[src/rtl/secant_meas_sequencer.sv]
// DAC-load / settle / ADC-average sequencer feeding measured current back to the secant solver.
// Relaunches continuously while enabled; a silent ADC latches a sticky timeout fault.
module secant_meas_sequencer #(
    parameter int unsigned BUS_WIDTH      = 10,
    parameter int unsigned SETTLE_CYCLES  = 16,
    parameter int unsigned LOG2_NAVG      = 2,
    parameter int unsigned TIMEOUT_CYCLES = 255,
    parameter int unsigned ITER_W         = 8
) (
    input  logic                 clk,
    input  logic                 rst,
    input  logic                 enable,
    input  logic [BUS_WIDTH-1:0] i_ref_in,
    input  logic                 adc_done,
    input  logic [BUS_WIDTH-1:0] adc_data,
    output logic [BUS_WIDTH-1:0] dac_code,
    output logic                 dac_load,
    output logic                 adc_start,
    output logic [BUS_WIDTH-1:0] q_measured,
    output logic                 ready,
    output logic [ITER_W-1:0]    meas_count,
    output logic                 timeout,
    output logic                 busy
);

    localparam int unsigned ACC_W  = BUS_WIDTH + LOG2_NAVG;
    localparam int unsigned NAVG   = 1 << LOG2_NAVG;
    localparam int unsigned SMP_W  = LOG2_NAVG + 1;
    localparam int unsigned SCNT_W = $clog2(SETTLE_CYCLES + 1);
    localparam int unsigned TMO_W  = $clog2(TIMEOUT_CYCLES + 1);

    typedef enum logic [2:0] {
        ST_IDLE,
        ST_LOAD,
        ST_SETTLE,
        ST_START,
        ST_WAIT_DONE,
        ST_PUBLISH,
        ST_FAULT
    } state_e;

    state_e              state_q;
    logic [ACC_W-1:0]    acc_q;
    logic [SMP_W-1:0]    smp_q;
    logic [SCNT_W-1:0]   settle_q;
    logic [TMO_W-1:0]    tmo_q;
    logic                stale_q;

    logic                ref_changed_c;
    logic                last_smp_c;
    logic [ACC_W-1:0]    acc_sum_c;

    // Reference drift against the code currently latched in the DAC.
    assign ref_changed_c = (i_ref_in != dac_code);
    assign last_smp_c    = (smp_q == SMP_W'(NAVG - 1));
    assign acc_sum_c     = acc_q + ACC_W'(adc_data);

    always_ff @(posedge clk or negedge rst) begin
        if (!rst) begin
            state_q    <= ST_IDLE;
            acc_q      <= '0;
            smp_q      <= '0;
            settle_q   <= '0;
            tmo_q      <= '0;
            stale_q    <= 1'b0;
            dac_code   <= '0;
            dac_load   <= 1'b0;
            adc_start  <= 1'b0;
            q_measured <= '0;
            ready      <= 1'b0;
            meas_count <= '0;
            timeout    <= 1'b0;
            busy       <= 1'b0;
        end else begin
            dac_load  <= 1'b0;
            adc_start <= 1'b0;
            ready     <= 1'b0;
            busy      <= 1'b1;

            if (!enable && state_q != ST_FAULT) begin
                state_q <= ST_IDLE;
                acc_q   <= '0;
                stale_q <= 1'b0;
                busy    <= 1'b0;
            end else begin
                case (state_q)
                    ST_IDLE: begin
                        state_q  <= ST_LOAD;
                        dac_code <= i_ref_in;
                        dac_load <= 1'b1;
                    end
                    ST_LOAD: begin
                        acc_q    <= '0;
                        smp_q    <= '0;
                        settle_q <= '0;
                        state_q  <= ST_SETTLE;
                    end
                    ST_SETTLE: begin
                        if (ref_changed_c) begin
                            state_q  <= ST_LOAD;
                            dac_code <= i_ref_in;
                            dac_load <= 1'b1;
                        end else if (settle_q == SCNT_W'(SETTLE_CYCLES - 1)) begin
                            state_q   <= ST_START;
                            adc_start <= 1'b1;
                        end else begin
                            settle_q <= settle_q + SCNT_W'(1);
                        end
                    end
                    ST_START: begin
                        tmo_q   <= '0;
                        state_q <= ST_WAIT_DONE;
                        if (ref_changed_c) stale_q <= 1'b1;
                    end
                    ST_WAIT_DONE: begin
                        // A sample landing on the expiry cycle is still accepted.
                        if (adc_done) begin
                            if (stale_q || ref_changed_c) begin
                                stale_q  <= 1'b0;
                                state_q  <= ST_LOAD;
                                dac_code <= i_ref_in;
                                dac_load <= 1'b1;
                            end else begin
                                acc_q <= acc_sum_c;
                                smp_q <= smp_q + SMP_W'(1);
                                if (last_smp_c) begin
                                    state_q    <= ST_PUBLISH;
                                    q_measured <= acc_sum_c[ACC_W-1:LOG2_NAVG];
                                    ready      <= 1'b1;
                                    if (meas_count != {ITER_W{1'b1}})
                                        meas_count <= meas_count + ITER_W'(1);
                                end else begin
                                    state_q   <= ST_START;
                                    adc_start <= 1'b1;
                                end
                            end
                        end else begin
                            if (ref_changed_c) stale_q <= 1'b1;
                            if (tmo_q == TMO_W'(TIMEOUT_CYCLES - 1)) begin
                                state_q <= ST_FAULT;
                                timeout <= 1'b1;
                                busy    <= 1'b0;
                            end else begin
                                tmo_q <= tmo_q + TMO_W'(1);
                            end
                        end
                    end
                    ST_PUBLISH: begin
                        state_q  <= ST_LOAD;
                        dac_code <= i_ref_in;
                        dac_load <= 1'b1;
                    end
                    ST_FAULT: begin
                        busy <= 1'b0;
                        if (!enable) begin
                            state_q <= ST_IDLE;
                            timeout <= 1'b0;
                            stale_q <= 1'b0;
                        end
                    end
                    default: begin
                        state_q <= ST_IDLE;
                        busy    <= 1'b0;
                    end
                endcase
            end
        end
    end

endmodule
[config.mk]
export PLATFORM = sky130hd
export DESIGN_NAME = secant_meas_sequencer
export DESIGN_NICKNAME = d
export VERILOG_FILES = /design/src/rtl/secant_meas_sequencer.sv
export SDC_FILE = /design/constraint.sdc
export NUM_CORES = 1
export LEC_CHECK = 0
export ABC_CLOCK_PERIOD_IN_PS = 3650
export CAP_MARGIN = 20
export CORE_MARGIN = 4
export CORE_UTILIZATION = 40
export CTS_BUF_LIST = sky130_fd_sc_hd__clkbuf_2
export DETAILED_ROUTE_END_ITERATION = 16
export PLACE_DENSITY = 0.7
export SYNTH_ARGS = -nofsm -noshare
export SYNTH_HDL_FRONTEND = slang
export SYNTH_SLANG_ARGS = --single-unit
[constraint.sdc]
create_clock -name clk -period 3.65 [get_ports clk]
set_input_delay 0.5475 -clock clk [delete_from_list [all_inputs] [get_ports clk]]
set_output_delay 0.5475 -clock clk [all_outputs]
set_load 0.1 [all_outputs]
Word-level counts from Yosys, hierarchy flattened
Cells that the tools add are included.
- output and inout bits: 33
- RAM bits: 0
- logic and storage cells: 128
- latch bits: 0
- bits in read-only memories: 0
- bits in registers: 65
- memories: 0
- add/sub/neg operators: 5
- magnitude comparators: 0
- equal/unequal tests: 28
- bitwise logic cells: 2
- $mul: 0
- shift-type cells: 0
- mux-type cells: 56
- divide/modulo/power cells: 0
- reduce and logical (&&, ||, !) cells: 23
- operators by type and width (operator ; number):
    two-way mux 12 bit ; 3
    two-way mux 10 bit ; 3
    two-way mux 3 bit ; 10
    case mux 10 bit (3 select lines) ; 1
    two-way mux 1 bit ; 25
    case mux 12 bit (2 select lines) ; 1
    != test 2 bit (second input constant) ; 10
    case mux 3 bit (6 select lines) ; 1
    adder 8 x 1 -> 8 bit (second input constant) ; 2
    two-way mux 8 bit ; 2
    case mux 8 bit (2 select lines) ; 1
    AND reduction 5 bit ; 3
    adder 12 x 10 -> 12 bit ; 1
    != test 3 bit (second input constant) ; 4
    != test 4 bit (second input constant) ; 3
    AND reduction 4 bit ; 3
    two-way mux 5 bit ; 2
    != test 10 bit ; 1
    case mux 5 bit (2 select lines) ; 1
    == test 3 x 2 -> 1 bit (second input constant) ; 3
    == test 3 bit (second input constant) ; 3
    AND reduction 3 bit ; 3
    == test 8 bit (second input constant) ; 1
    != test 8 bit (second input constant) ; 1
    18 further kinds ; 26

Logic depth before layout (Yosys ltp)
Gate-level depths: netlist of the first run.
- depth in word-level cells: 6
- depth in mapped cells: 8
- depth with buffers taken out: 8

Worst setup path after synthesis of the first run
No wires, ideal clock.
- path kind: register -> register
- start point: register dac_code[3]
- end point: register dac_code[0]
- buffers on the path: 1
- path slack: 0.945 ns
- cell stages (with the launch flop): 7
- clock period less this slack: 2.705 ns
- setup time: 0.128 ns
- required time: 3.522 ns
- arrival: 2.576 ns
- cells stage by stage: dfrtp_1 xor2_1 nor4_2 nand3_4 o2111ai_2 buf_4 mux2_1
- word-level cells in the longest chain between the ends: 4
- elaborated cells between the ends (all ways): 5
- classes of those cells: 3 x eq/ne; 2 x reduce/logical
- ends and longest elaborated chain (element ; RTL line ; RTL):
    start: declaration ; 16 ; output logic [BUS_WIDTH-1:0] dac_code,
    start signal: assignment ; 89 ; dac_code <= i_ref_in;
    start signal: assignment ; 101 ; dac_code <= i_ref_in;
    start signal: assignment ; 121 ; dac_code <= i_ref_in;
    != test 10 bit * ; 54 ; assign ref_changed_c = (i_ref_in != dac_code);
    logical OR 1 bit ; 118 ; if (stale_q || ref_changed_c) begin
    != test 2 bit (no source line) ; - ;
    AND reduction 5 bit (no source line) * ; - ;
Mark *: on every way between the ends. The rest lies on a longest branch, timed or not.
A chain may end at the register's enable or synchronous reset.

Worst setup path in the final report of the first run
- start point: register meas_count[3]
- end point: output port meas_count[3]
- RTL lines (element ; RTL line ; RTL):
    start: declaration ; 21 ; output logic [ITER_W-1:0] meas_count,
    start signal: assignment ; 131 ; meas_count <= meas_count + ITER_W'(1);
No word-level cell between the ends.

==> results.yml, run 1 <==
status:
  status: "finished, final reports clean"
grt:
  grt_overflow_total: 0
  grt_pass1_wl_um: 14500
  grt_pass1_vias: 3008
  antenna_found_initial: 0
  globalRouteTotalUtil_pct: 15.9
  grt_max_degree: 41
route:
  vias_per_cell: 5.54
  vias: 2938
  drtIter0Drc: 124
  wire_per_inst_um: 15.3
  drt-total-wl_um: 8120
  ant_nets: 0
  drc: 0
  first_pass_iters: 4
yosys:
  synthCells: 359
  yosysWarnings: 0
  synth_area_per_cell_um2: 10.4
  ys.flop_type: "dfrtp_1"
  yosysSeqAreaShare_pct: 43.6
  synth_nets: 401
  synthArstFlopShare_pct: 100
  syn_area_um2: 3730
  synth_edf_count: 0
  ys_seq_elements: 65
  yosysUniqueCellTypes: 60
timing:
  max_freq_mhz: 374
  slew_viol_final: 0
  layout_min_cycle_time_ns: 2.68
  finalHoldViolCount: 0
  finalWorstSetupSlack_ns: 0.974
  tightest_slew_ns: 1.01
  setup_violations: 0
  setup_tns_ns: 0
  clock_skew_ns: 0.0255
  timing.slew.headroom_pct: 32.7
  rsz0062_at_grt: "no"
  fin_crit_sh_pct: 73.3
  holdWs_ns: 0.0312
critical_path:
  slowest_delay_ns: 1.17
  critPathCaptureType: "primary output"
  rrSetupSlack_ns: 1.06
  cp_top_family: "buffers and inverters"
  cp_slowest_cell: "clkdlybuf4s50_1"
  crit_fanout: 5
  path_cells: "clkdlybuf4s50_1"
  cp-start-kind: "flip-flop"
  critical_path_buf_inv_count: 1
  crit_required_ns: 3.10
  crit_type: "reg2out"
  arrival_ns: 2.13
clocking:
  clock_path_buffers: 2
  clkLatencyLatePin_ns: 0.49
  cts_sinks: 65
  cts_inserted_buffers: 9
  cts_tree: "done"
  cts-hold-fix-buffers: 0
  htree_levels: 3
  path_clk_slew_ns: 0.20
  post_cts_buffers: 0
  cts_resized: 0
  clockRootBuffer: "clkbuf_2"
floorplanning:
  dieArea_um2: 10900
  core_area_um2: 8890
  die_x_um: 105
  die_y_um: 105
  initial_core_util_pct: 42.0
  pin_count: 57
  num_rows: 34
power:
  power.density_nw_per_um2: 355
  p_leak_nw: 2.05
  vdd_drop_max_mv: 0.139
placed_design:
  dpl_worst_slack_ns: 0.479
  placed_area_um2: 4400
  gp_congestion: 0.808
  dp_hpwl_um: 5980
  portBuffers: 56
worst_hold_path:
  hold_path.class: "in2async"
cells_and_area:
  area_growth_pct: 20.8
  nets: 459
  nFillCells: 817
  design_area_um2: 4510
  diodes: 0
  drive_above_1_share_pct: 9.95
  utilization_pct: 50.7
flow_run:
  maxCapViolations: 0
## per-stage QoR
step	power, mW	instances
finish	1.60	530
global route	1.69	530
floorplan	1.07	359
detailed placement	1.19	514
global placement	1.18	514
CTS	1.62	530
## synth_stat cells (all sizes together), types with 2 or more instances
cell type,instances,area share (%)
or3,4,0.67
nor2b,4,0.67
and4,2,0.47
and3,9,1.5
o211ai,3,0.60
a21oi,15,2.0
o22ai,2,0.34
nand3,14,2.2
inv,9,0.91
nor2,17,1.7
mux2,21,6.3
o31ai,3,0.60
mux2i,2,0.54
nor3,8,1.9
a22oi,2,0.40
a41oi,2,0.47
a31oi,3,0.50
o21ai,23,3.1
a21o,4,0.80
o21bai,4,0.80
dfrtp,65,44
ha,17,5.7
a22o,10,2.3
o2111ai,2,0.64
xor2,19,4.5
nand4,2,0.34
a211o,3,0.70
buf,4,0.67
nand2,26,2.6
xnor2,8,1.9
clkbuf,10,1.0
nor4,6,1.3
or4,2,0.40
nand2b,8,1.3
a31o,2,0.47
a211oi,3,0.60
nor3b,7,1.7
## layout by cell type (no fill, tap or decap), types with 4 or more instances in the layout
cell type | Yosys | layout
nand3_1 | 13 | 13
nor3_1 | 4 | 4
nor4_1 | 4 | 4
nand2_1 | 26 | 26
xor2_1 | 19 | 19
nor2_1 | 17 | 17
xnor2_1 | 8 | 8
mux2_2 | 7 | 7
o21bai_1 | 4 | 4
and3_1 | 9 | 9
nand2b_1 | 8 | 8
clkbuf_2 | 0 | 10
nor2b_1 | 4 | 4
a21o_1 | 4 | 4
mux2_1 | 14 | 14
or3_1 | 4 | 4
a21oi_1 | 15 | 15
buf_4 | 2 | 5
a22o_1 | 10 | 10
dfrtp_1 | 65 | 65
clkdlybuf4s50_1 | 0 | 55
ha_1 | 17 | 17
nor3b_1 | 5 | 5
o21ai_0 | 22 | 22
inv_1 | 9 | 9
## registers in the layout (all words and copies together), names as in the netlist
register    cells
ready           1
busy            1
adc_start       1
smp_q           3
dac_load        1
dac_code       10
state_q         3
q_measured     10
acc_q          12
stale_q         1
meas_count      8
timeout         1
tmo_q           8
settle_q        5
## worst paths after layout
check	endpoint	cells past startpoint	startpoint
max	meas_count[3]	1	meas_count[3]
min	acc_q[1]	1	rst
max reg2reg	dac_code[1]	5	dac_code[3]
min reg2reg	meas_count[7]	1	meas_count[7]
max in group asynchronous	settle_q[4]	2	rst
min in group clk	meas_count[7]	1	meas_count[7]
## per-layer routing
metal | part of all wire, % | global-route usage (%) | up-vias
met2 | 49 | 26.0 | 61
met4 | 0.86 | 3.94 | 0
li1 | - | - | 1444
met1 | 45 | 20.6 | 1427
met5 | 0 | 0 | -
met3 | 4.6 | 4.99 | 6
## final cells by class
class                   instances  area (um^2)  area share [%]
repair buffers                 61          593            13.2
multi-input cells             271         2010            44.6
inverters                       9         33.8           0.750
well taps                     108          135            3.00
clock inverters                 6         58.8            1.30
clock buffers                  10         50.0            1.11
flip-flops and latches         65         1630            36.1
## logic make-up (layout without fill, tap and decap cells)
logic type,Yosys count,count (layout),synth area share [%]
compound gates,89,89,16.3
xor+xnor,27,27,6.34
fa+ha+maj,18,18,6.24
buf+inv,23,86,2.58
flops,65,65,43.6
mux,23,23,6.87
simple gates,114,114,18.1
## report_power, final
| group | leakage (nW) | switching, mW | internal [mW] |
|---|---|---|---|
| Sequential | 0.867 | 0.0405 | 0.756 |
| Clock | 0.0654 | 0.268 | 0.156 |
| Combinational | 1.12 | 0.260 | 0.119 |
| Total | 2.05 | 0.569 | 1.03 |
Note: power is estimated with default switching activity, not from simulation.
==> run 2, diff against run 1 <==
Settings changed: ABC_CLOCK_PERIOD_IN_PS 3650 to 2400, PLACE_DENSITY 0.7 to 0.73.
Clock period 3.65 ns to 2.4 ns, I/O delays scaled along.
==> run 2 against run 1 <==
Net effect: register-to-register slack worse by 0.94 ns; power rose by 62%; die area did not move; sequential power grew 51%; worst hold slack improved by 0.31 ns; largest cell class unchanged; highest routed layer unchanged.
==> results.yml, run 2 (synthesis results as in run 1) <==
floorplanning:
  num_rows: 34
  die_x_um: 105
  pin_count: 57
  die_y_um: 105
  dieArea_um2: 10900
  initial_core_util_pct: 42.0
  core_area_um2: 8890
timing:
  finalHoldViolCount: 0
  setup_violations: 0
  slew_viol_final: 0
  layout_min_cycle_time_ns: 2.28
  clock_skew_ns: 0.0344
  tightest_slew_ns: 0.569
  setup_tns_ns: 0
  max_freq_mhz: 439
  fin_crit_sh_pct: 95.0
  timing.slew.headroom_pct: 62.0
route:
  wire_per_inst_um: 15.2
  drt-total-wl_um: 8560
  drtIter0Drc: 128
  ant_nets: 0
  drc: 0
  vias_per_cell: 5.60
  vias: 3157
  first_pass_iters: 4
placed_design:
  gp_congestion: 0.841
  placed_area_um2: 4610
  dp_hpwl_um: 6440
  portBuffers: 56
cells_and_area:
  top_register: "acc_q"
  nFillCells: 807
  multi_input_area_um2: 2070
  area_growth_pct: 28.9
  largest_register_ffs: 12
  drive_above_1_share_pct: 27.9
  final-seq-area_um2: 1640
  layout_common_cells: "69 x buf_4, 53 x dfrtp_1, 26 x nand2_1, 22 x clkdlybuf4s50_1, 21 x o21ai_0"
  layout_commonest_cell: "buf_4"
  utilization_pct: 54.1
  diodes: 0
  design_area_um2: 4810
  nets: 493
  reg.largest.list: "acc_q x12, dac_code x10, q_measured x10"
clocking:
  path_clk_slew_ns: 0.22
  cts_sinks: 65
  clockRootBuffer: "clkbuf_2"
  cts_inserted_buffers: 9
  clkLatencyLatePin_ns: 0.50
  clock_path_buffers: 2
  htree_levels: 3
  cts_tree: "done"
critical_path:
  crit_type: "reg2reg"
  cp-start-kind: "flip-flop"
  arrival_ns: 2.66
  crit_required_ns: 2.78
  crit_fanout: 3
  critPathCaptureType: "flip-flop"
grt:
  grt_pass1_wl_um: 14500
  antenna_found_initial: 0
  grt_max_degree: 42
  grt_pass1_vias: 3119
  grt_overflow_total: 0
  globalRouteTotalUtil_pct: 16.1
power:
  vdd_drop_max_mv: 0.231
  p_leak_nw: 2.29
  power.density_nw_per_um2: 540
  total_power_mw: 2.60
status:
  status: "finished, final reports clean"
flow_run:
  maxCapViolations: 0
worst_hold_path:
  hold_path.class: "in2async"
## run 2: layer usage
layer / routed length, um / up-vias / track usage [%]
li1: - / 1511 / -
met1: 3530 / 1561 / 19.6
met4: 93 / 0 / 4.03
met2: 4510 / 76 / 28.3
met3: 427 / 9 / 4.69
met5: 0 / - / 0
## run 2: report_power, final
group / total, mW / internal (mW) / switching (mW)
Sequential: 1.20 / 1.16 / 0.0490
Clock: 0.764 / 0.345 / 0.419
Combinational: 0.631 / 0.203 / 0.427
Total: 2.60 / 1.70 / 0.896
## run 2: path summary, 6_finish.rpt
check	from	end	slack (ns)	cells after the start
setup reg to reg	settle_q[1]	settle_q[1]	0.12	8
max in group asynchronous	rst	dac_code[7]	1.55	3
setup / recovery	settle_q[1]	settle_q[1]	0.12	8
min in group clk	i_ref_in[6]	dac_code[6]	0.50	2
hold / removal	rst	acc_q[2]	0.34	3
hold reg to reg	settle_q[2]	settle_q[2]	0.52	1
## run 2: area by class of cell
class / count / share of cell area [%]
multi-input cells: 271 / 43.0
flip-flops and latches: 65 / 34.1
repair buffers: 95 / 16.5
well taps: 108 / 2.81
clock inverters: 7 / 1.98
clock buffers: 9 / 0.936
inverters: 9 / 0.702
## run 2: what timing repair did
item | 4_1_cts | 5_1_grt
setup buffers | 0 | 2
hold buffers | 1 | 0
setup endpoints to repair | 0 | 10
resized for setup | 0 | 9
endpoints found under the hold margin | 65 | 0
## run 2: worst max-delay path: stages, from the launching register on
cell and delay, ns:
dfrtp_1 0.44, ha_1 0.23, and3_1 0.20, ha_1 0.20, or3b_1 0.37, a211o_1 0.36, buf_4 0.17, a21oi_4 0.13
o21ai_0 0.09
## run 2: metrics by stage
step | cells | hold WS (ns) | setup slack (ns)
2_1_floorplan | 359 | 0.0644 | 0.0606
3_3_place_gp | 545 | 0.381 | -0.244
3_5_place_dp | 545 | 0.389 | -0.304
4_1_cts | 562 | 0.330 | 0.0305
5_1_grt | 564 | 0.315 | -0.00656
6_report | 564 | 0.341 | 0.120
==> run 3, diff against run 2 <==
Settings changed: SLEW_MARGIN from default to 20.
==> results of run 3 <==
Final layout, timing and power as in run 2 (identical DEF).
